--- config.mk ---
export PLATFORM = sky130hd
export DESIGN_NAME = memory_responder
export DESIGN_NICKNAME = d
export VERILOG_FILES = /design/src/rtl/mem_pkg.sv /design/src/rtl/mem_array.sv /design/src/rtl/memory_responder.sv
export SDC_FILE = /design/constraint.sdc
export NUM_CORES = 2
export LEC_CHECK = 0
export BUFFER_PORTS_ARGS = -buffer_cell sky130_fd_sc_hd__buf_2
export CAP_MARGIN = 10
export CORE_ASPECT_RATIO = 0.5
export CORE_MARGIN = 2
export CORE_UTILIZATION = 46
export DETAILED_ROUTE_END_ITERATION = 12
export SLEW_MARGIN = 20
export SYNTH_ARGS = -nofsm -noshare
export SYNTH_HDL_FRONTEND = slang
export SYNTH_SLANG_ARGS = --single-unit
--- constraint.sdc ---
create_clock -name clk -period 6.3 [get_ports clk]
set_input_delay 1.89 -clock clk [delete_from_list [all_inputs] [get_ports clk]]
set_output_delay 1.89 -clock clk [all_outputs]
set_load 0.05 [all_outputs]
--- src/rtl/mem_pkg.sv ---
// Shared types and constants for the memory responder: state encoding,
// default geometry, widths and the request address legality check.
package mem_pkg;

    localparam int DATA_W     = 32;
    localparam int ADDR_W     = 32;
    localparam int CNT_W      = 3;
    localparam int DEPTH_DEF  = 64;
    localparam int RD_LAT_DEF = 2;

    typedef enum logic [2:0] {
        IDLE    = 3'd0,
        RD_WAIT = 3'd1,
        RD_DONE = 3'd2,
        WR_DONE = 3'd3,
        ERR     = 3'd4
    } state_e;

    // A request is legal only when word aligned and inside the stored range.
    function automatic logic addr_ok(input logic [ADDR_W-1:0] a, input int unsigned depth);
        return (a[1:0] == 2'b00) && (a < ADDR_W'(depth * 32'd4));
    endfunction

endpackage

--- src/rtl/mem_array.sv ---
// Word-indexed storage: one synchronous write port, one asynchronous read port.
// Contents are intentionally not reset.
module mem_array
    import mem_pkg::*;
#(
    parameter int DEPTH = DEPTH_DEF,
    parameter int IDX_W = 6
) (
    input  logic              clk,
    input  logic              we,
    input  logic [IDX_W-1:0]  waddr,
    input  logic [DATA_W-1:0] wdata,
    input  logic [IDX_W-1:0]  raddr,
    output logic [DATA_W-1:0] rdata
);

    logic [DATA_W-1:0] mem_r [DEPTH];

    // Synchronous write port.
    always_ff @(posedge clk) begin
        if (we) begin
            mem_r[waddr] <= wdata;
        end
    end

    assign rdata = mem_r[raddr];

endmodule

--- src/rtl/memory_responder.sv ---
// Single-outstanding memory responder: accepts one request from IDLE and
// answers with a ready or err pulse after a fixed latency.
module memory_responder
    import mem_pkg::*;
#(
    parameter int DEPTH  = DEPTH_DEF,
    parameter int RD_LAT = RD_LAT_DEF
) (
    input  logic              clk,
    input  logic              reset,
    input  logic              req,
    input  logic              memWriteOrRead,
    input  logic [ADDR_W-1:0] addr,
    input  logic [DATA_W-1:0] wdata,
    output logic [DATA_W-1:0] rdata,
    output logic              ready,
    output logic              err,
    output logic              busy
);

    localparam int IDX_W = (DEPTH > 1) ? $clog2(DEPTH) : 1;

    state_e            state_r;
    state_e            state_nxt_s;
    logic [CNT_W-1:0]  cnt_r;
    logic [CNT_W-1:0]  cnt_nxt_s;
    logic [IDX_W-1:0]  idx_r;
    logic [IDX_W-1:0]  idx_in_s;
    logic              accept_s;
    logic              addr_ok_s;
    logic              mem_we_s;
    logic [DATA_W-1:0] mem_rdata_s;

    assign accept_s  = (state_r == IDLE) && req;
    assign addr_ok_s = addr_ok(addr, DEPTH);
    assign idx_in_s  = addr[IDX_W+1:2];
    // The write commits on the acceptance edge, so only the read index must outlive it.
    assign mem_we_s  = accept_s && memWriteOrRead && addr_ok_s;

    mem_array #(
        .DEPTH (DEPTH),
        .IDX_W (IDX_W)
    ) u_mem (
        .clk   (clk),
        .we    (mem_we_s),
        .waddr (idx_in_s),
        .wdata (wdata),
        .raddr (idx_r),
        .rdata (mem_rdata_s)
    );

    // Control state: FSM state and read latency counter.
    always_ff @(posedge clk or negedge reset) begin
        if (!reset) begin
            state_r <= IDLE;
            cnt_r   <= {CNT_W{1'b0}};
        end else begin
            state_r <= state_nxt_s;
            cnt_r   <= cnt_nxt_s;
        end
    end

    // Captured word index for the read in flight.
    always_ff @(posedge clk or negedge reset) begin
        if (!reset) begin
            idx_r <= {IDX_W{1'b0}};
        end else if (accept_s) begin
            idx_r <= idx_in_s;
        end else begin
            idx_r <= idx_r;
        end
    end

    // Next-state and counter logic.
    always_comb begin
        state_nxt_s = state_r;
        cnt_nxt_s   = cnt_r;
        case (state_r)
            IDLE: begin
                if (req) begin
                    if (!addr_ok_s) begin
                        state_nxt_s = ERR;
                    end else if (memWriteOrRead) begin
                        state_nxt_s = WR_DONE;
                    end else begin
                        cnt_nxt_s = CNT_W'(RD_LAT - 1);
                        if (RD_LAT == 1) begin
                            state_nxt_s = RD_DONE;
                        end else begin
                            state_nxt_s = RD_WAIT;
                        end
                    end
                end else begin
                    state_nxt_s = IDLE;
                end
            end
            RD_WAIT: begin
                cnt_nxt_s = cnt_r - 3'd1;
                // <= rather than == so a corrupted zero count cannot wedge the FSM.
                if (cnt_r <= 3'd1) begin
                    state_nxt_s = RD_DONE;
                end else begin
                    state_nxt_s = RD_WAIT;
                end
            end
            RD_DONE: state_nxt_s = IDLE;
            WR_DONE: state_nxt_s = IDLE;
            ERR:     state_nxt_s = IDLE;
            default: begin
                state_nxt_s = IDLE;
                cnt_nxt_s   = {CNT_W{1'b0}};
            end
        endcase
    end

    // Output decode from the current state.
    always_comb begin
        ready = 1'b0;
        err   = 1'b0;
        busy  = 1'b1;
        rdata = {DATA_W{1'b0}};
        case (state_r)
            IDLE:    busy = 1'b0;
            RD_WAIT: busy = 1'b1;
            RD_DONE: begin
                ready = 1'b1;
                rdata = mem_rdata_s;
            end
            WR_DONE: ready = 1'b1;
            ERR:     err   = 1'b1;
            default: busy  = 1'b0;
        endcase
    end

endmodule
# ---- Word level (Yosys, flattened, before mapping)
# Memory sizes are Yosys's and may differ from the RTL's.
# Index checks and enable logic that the tools add are counted.
dict set report op_classes {
  n_addsub 1
  n_lt_le_gt_ge 2
  n_eq_ne 7
  mux 15
  n_bitwise 1
  reduce_logical 10
}
# cell n
set op_table {}
lappend op_table {{$lt 32x9->1 const B} 1}
lappend op_table {{$mux 32} 1}
lappend op_table {{$mux 3} 5}
lappend op_table {{$pmux 3 s3} 1}
lappend op_table {{$eq 3x2->1 const B} 2}
lappend op_table {{$ne 2x2->1 const B} 3}
lappend op_table {{$pmux 3 s2} 1}
lappend op_table {{$mux 1} 5}
lappend op_table {{$logic_and 1x1->1} 4}
lappend op_table {{$mux 2} 2}
lappend op_table {{$reduce_and 4->1} 1}
lappend op_table {{$reduce_or 4->1} 1}
lappend op_table {{$eq 3x1->1 const B} 1}
lappend op_table {{$eq 3x3->1 const B} 1}
lappend op_table {{$le 3x1->1 const B} 1}
lappend op_table {{$logic_not 3->1} 1}
lappend op_table {{$reduce_or 3->1} 1}
lappend op_table {{$sub 3x1->3 const B} 1}
lappend op_table {{$logic_not 2->1} 1}
lappend op_table {{$reduce_or 2->1} 1}
lappend op_table {{$not 1->1} 1}
dict set report word_totals {
  register_bits 12
  ramBits 2048
  in_bits 68
  output_inout_bits 35
  wordCells 40
  n_memories 1
}
# memory depth word_bits read_ports rd_ports_with_merged_regs write_ports line_no
set mem_list {}
lappend mem_list {u_mem.mem_r 64 32 1 0 1 mem_array.sv:17} ;# logic [DATA_W-1:0] mem_r [DEPTH];

# ---- Longest topological paths before layout
dict set report depth {
  ltp_word 6
  mapped_depth 11
  ltp_nobuf 7
}

# ---- Cells and area by module
# From an unflattened synthesis, not the netlist that was laid out.
dict set report unflattened {
  hier_cells 3397
  area_unflattened_um2 78770.5
}
# module n_inst cells_per_inst area_each_um2 seq_area_each_um2
set by_module_without_submodules {}
lappend by_module_without_submodules {mem_array 1 3292 77874.7 61499.0}
lappend by_module_without_submodules {memory_responder 1 105 895.9 300.3}

# ---- Worst setup path before layout
# OpenSTA, ideal clock, no wires.
dict set report synth_path {
  path_type {input to register}
  from {in addr[27]}
  to {mem u_mem.mem_r[61][0] (enable)}
  arrival_ps 4568
  t_required_ps 5879
  setup_slack_ps 1311
  cell_stages 6
  path_buffers 0
  path_cell_list {nor4_1 nand4_1 nor3b_1 nor2b_1 nand4_1 nor2_1}
}
dict set report synth_between {
  elab_chain_cells 5
}
# element line_no
set synth_rtl {}
lappend synth_rtl {{start: declaration} memory_responder.sv:13} ;# input logic [ADDR_W-1:0] addr,
lappend synth_rtl {{$lt 32x9->1} mem_pkg.sv:21} ;# return (a[1:0] == 2'b00) && (a < ADDR_W'(depth * 32'd4));
lappend synth_rtl {{$logic_and 1x1->1} mem_pkg.sv:21}
lappend synth_rtl {{$logic_and 1x1->1} memory_responder.sv:38} ;# assign mem_we_s = accept_s && memWriteOrRead && addr_ok_s;
lappend synth_rtl {{$mux 1} mem_array.sv:21} ;# if (we) begin
lappend synth_rtl {{$mux 1 (implied by the code)} mem_array.sv:22} ;# mem_r[waddr] <= wdata;
lappend synth_rtl {{end: declaration} mem_array.sv:17}
# No other way between the ends.

# ---- Worst setup path in the final report
dict set report layout_path {
  from {reg idx_r[3]}
  to {out rdata[8]}
}
dict set report layout_between {
  elab_chain_cells 2
}
# element line_no
set layout_rtl {}
lappend layout_rtl {{start: declaration} memory_responder.sv:27} ;# logic [IDX_W-1:0] idx_r;
lappend layout_rtl {{start signal: assignment} memory_responder.sv:66} ;# idx_r <= {IDX_W{1'b0}};
lappend layout_rtl {{start signal: assignment} memory_responder.sv:68} ;# idx_r <= idx_in_s;
lappend layout_rtl {{start signal: assignment} memory_responder.sv:70} ;# idx_r <= idx_r;
lappend layout_rtl {{$mem_v2 64x32} --}
lappend layout_rtl {{$mux 32} memory_responder.sv:122} ;# case (state_r)
lappend layout_rtl {{end: declaration} memory_responder.sv:15} ;# output logic [DATA_W-1:0] rdata,
# No other way between the ends.

==> summary.md <==
| Metric | Value |
|---|---|
| Status | `complete, no violations` |
| Worst-Margin Slew | `roughly 1200 ps` |
| Die area | `about 180000 sq um` |
| Synth Cell Area | `between 70000 and 80000 sq um` |
| Post-DP HPWL | `125 mm` |
| Core area | `between 150000 and 200000 sq um` |
| Fillers | `~13000` |
| Number of flops mapped to enable cells by yosys | `slightly above 2000` |
| # rows | `107` |
| Critical path class | `flop to output pin` |
| Synth Instances | `between 3000 and 4000` |
| DRC errors left | `0` |
| Total power density per cell area | `~320 nW/um^2` |
| Main combinational cell family by area after synthesis | `multiplexers` |
| Placer Congestion | `0.791` |
| Vias in the first global route | `between 30000 and 40000` |
| Buf/Inv on CP | `2` |
| Part of the power in registers | `roughly 52%` |
| CP delay by family, top | `compound AO/OA/AOI/OAI gates` |
| CTS Buffer Depth | `3` |
| Antenna violations before repair | `8` |
| Net Count, Synth | `about 3600` |
| Fin crit share | `roughly 99%` |
| Min Tclk post-route | `6250 ps` |
| Main synth FF type | `edfxtp_1` |
| TritonRoute pass-1 iters | `5` |
| Final Hold Fails | `0` |
| Adder and majority gate portion of the synthesized area | `less than 1%` |
| Worst Path Required | `around 4400 ps` |
| Vias per cell | `between 6 and 7` |
| Share of layout cells above drive strength 1 | `between 20 and 30%` |
| Leakage power | `approximately 28 nW` |
| Seq cells post-synth | `a little over 2000` |
| ANT nets after route | `0` |
| I/O pin cnt | `a little over 100` |
| Clock root buffer master | `clkbuf_16` |
| CP max stage delay | `roughly 1000 ps` |
| Comb pwr share | `10.7%` |
| Max cap viols | `0` |
| Synth top area share | `77.5%` |
| Slew HR | `between 10% and 20%` |
| Synth-to-Final Area Change | `13.3%` |
| Synth unique cells | `58` |
| Internal power | `around 22 mW` |
| Crit path DAT | `between 4000 and 5000 ps` |
| GRT Total Usage | `between 20% and 30%` |
| Wire per inst | `around 36 microns` |
| Setup TNS | `0 ps` |
| First-pass GRT wire length | `slightly above 300 mm` |
| Avg Cell Area, Syn | `about 22 sq um` |
| Max IR drop VDD | `between 0.3 and 0.4 mV` |
| IO buf count | `around 100` |
| Max FO, Critical Path | `43` |
| Initial Util | `between 40 and 50%` |
| Setup crit start kind | `flop` |
| Worst skew pair latency | `about 840 ps` |
| Crit end category | `output pin` |
| Ys async rst share | `less than 1%` |
| Synth area leaders | `edfxtp_1 (78%), mux4_2 (15%), mux2i_1 (1.2%)` |
| Post-route core utilization | `a little over half` |
| Largest net degree at the start of global routing | `65` |
| Clock Power Share | `a little under two fifths` |
| GRT overflow | `0` |
| Slowest CP cell | `nor2_1` |
| Xor and xnor area share after synthesis | `less than 1%` |
| Num CTS Buffers | `between 150 and 200` |
| Unrepaired setup endpoints after global routing | `false` |
| Iter 0 DRT Violations | `a little under 6000` |
| Top cell type by total area after synthesis | `edfxtp_1` |
| Overall power | `between 20 and 30 mW` |
| Synth Area in Compound Gates | `around 2.3%` |
| Net switching power | `a little under 7 mW` |
| CP dominant cell by count | `a21oi_1` |
| Setup violations, final | `0` |
| Max Slew Vio Count | `0` |
| CTS tree | `yes` |
| Via count | `~40000` |
| DRT Wirelength | `around 220 mm` |
| Clk pin slew, worst setup/hold paths | `about 60 ps` |
| Clock Skew | `between 20 and 25 ps` |
| HP Class | `flop to flop` |
| Crit path cell chain | `nor2_1, a22oi_1, a31oi_1, a21oi_1, a21oi_1, buf_4, buf_2` |
| Post-synthesis mux area share | `between 10% and 20%` |
| Synth Area in Simple Gates | `approximately 2.1%` |
| Fmax | `between 150 and 200 MHz` |
| Die Wd | `about 600 microns` |
| Die height | `about 300 microns` |
| Switching Fraction | `between 20% and 30%` |
| H-tree levels | `4` |
| Clk sinks | `between 2000 and 2500` |
| Nets | `between 3000 and 4000` |
| Sequential share of the synthesized area | `between 70% and 80%` |
| Synth warn | `0` |
[flip-flops by register name, summed over array words and instances, names as in the netlist]
register	cells
state_r	3
idx_r	6
cnt_r	3
u_mem.mem_r	2048
[final cells by class]
type | count | area, sq um | share of cell area, %
Multi-Input combinational cell | 1282 | 16800 | 18.7
Tap cell | 2289 | 2860 | 3.19
Sequential cell | 2060 | 61800 | 68.8
Timing Repair Buffer | 314 | 2820 | 3.14
Inverter | 6 | 22.5 | 0.0251
Clock buffer | 222 | 4700 | 5.23
Antenna cell | 1 | 2.50 | 0.00278
Clock inverter | 97 | 826 | 0.919
[Yosys cell counts, drive strengths merged, types with 6 or more instances]
library cell and n:
edfxtp 2048, mux4 515, buf 140, nand2 133, nor2 122, mux2i 96
a21oi 51, clkbuf 51, o21ai 47, a22oi 41, a211oi 36, nand3 28
and2 24, a31oi 22, nor2b 22, mux2 20, a221oi 18, o22ai 15
dfrtp 12, nand2b 11, o211ai 10, nor3 8, a32oi 7, nand4 6
nor4 6
[logic make-up (layout without fill, tap and decap cells)]
kind of cell               after synthesis  count (layout)
buffers and inverters                  197             639
and+or+nand+nor                        371             371
other                                    0               1
DFF                                   2060            2060
xor gates and xnor gates                 1               1
muxes                                  631             631
adders and majority gates                2               2
AOI/OAI and AO/OA                      277             277
[routing by layer]
| layer | vias to the layer above | part of all wire, % | track usage (%) |
|---|---|---|---|
| li1 | 15600 | - | - |
| met1 | 21600 | 41 | 37.2 |
| met2 | 2264 | 45 | 38.0 |
| met3 | 277 | 12 | 8.31 |
| met4 | 0 | 1.8 | 5.63 |
| met5 | - | 0 | 0 |
[per-stage QoR]
stage               hold slack [ps]  worst slack, ps  instance area (sq um)  std cells
finish                          495             48.4                  89900       6271
global route                    557             14.7                  89900       6270
CTS                             505             8.73                  89800       6263
detailed placement              490              712                  84200       5943
global placement                468              679                  84200       5943
floorplan                       450             1310                  79300       3539
[path summary, 6_finish.rpt]
path / slack [ps] / start / to / depth (start not counted)
worst max-delay path: 50 / idx_r[3]$_DFFE_PN0P_ / rdata[8] / 7
worst min-delay path: 500 / cnt_r[1]$_DFFE_PN0P_ / cnt_r[1]$_DFFE_PN0P_ / 2
worst max register to register: 2380 / state_r[2]$_DFF_PN0_ / u_mem.mem_r[9][22]$_DFFE_PP_ / 9
worst min register to register: 500 / cnt_r[1]$_DFFE_PN0P_ / cnt_r[1]$_DFFE_PN0P_ / 2
max in group asynchronous: 4870 / reset / idx_r[0]$_DFFE_PN0P_ / 1
min in group asynchronous: 1030 / reset / idx_r[1]$_DFFE_PN0P_ / 1
[worst reg2reg max path: stages (launching register included)]
cell      delay, ps
dfrtp_1         420
nand2b_1        190
nor3_2          110
buf_4           260
nor3b_1         230
buf_4           240
nor2b_1         290
nand2_1         550
nor2_4          940
buf_12          340
[power by group through the flow]
stage          Sequential [mW]  Clock (mW)  Combinational, mW
6_report                  15.2        10.7               3.10
2_1_floorplan             15.4           0               1.95
5_1_grt                   15.2        11.4               3.28
4_1_cts                   15.2        10.9               3.06
3_5_place_dp              15.5           0               3.03
3_3_place_gp              15.5           0               3.00
[layout by cell type (no fill, tap or decap), types with 40 or more instances in the layout]
master and n:
edfxtp_1 2048, mux2i_1 96, nor2_4 64, buf_2 78, clkinv_1 42, a22oi_1 41, buf_4 184, a21oi_1 51
clkbuf_1 40, buf_12 51, clkbuf_16 182, mux4_2 515, nor2_1 57, nand2_1 133
[repair_timing]
item	CTS	global route
hold buffers	0	0
buffers inserted	1	7
setup endpoints to repair	4	6
gates resized for setup	1	2
No activity file was read; power rests on OpenSTA's default activity.
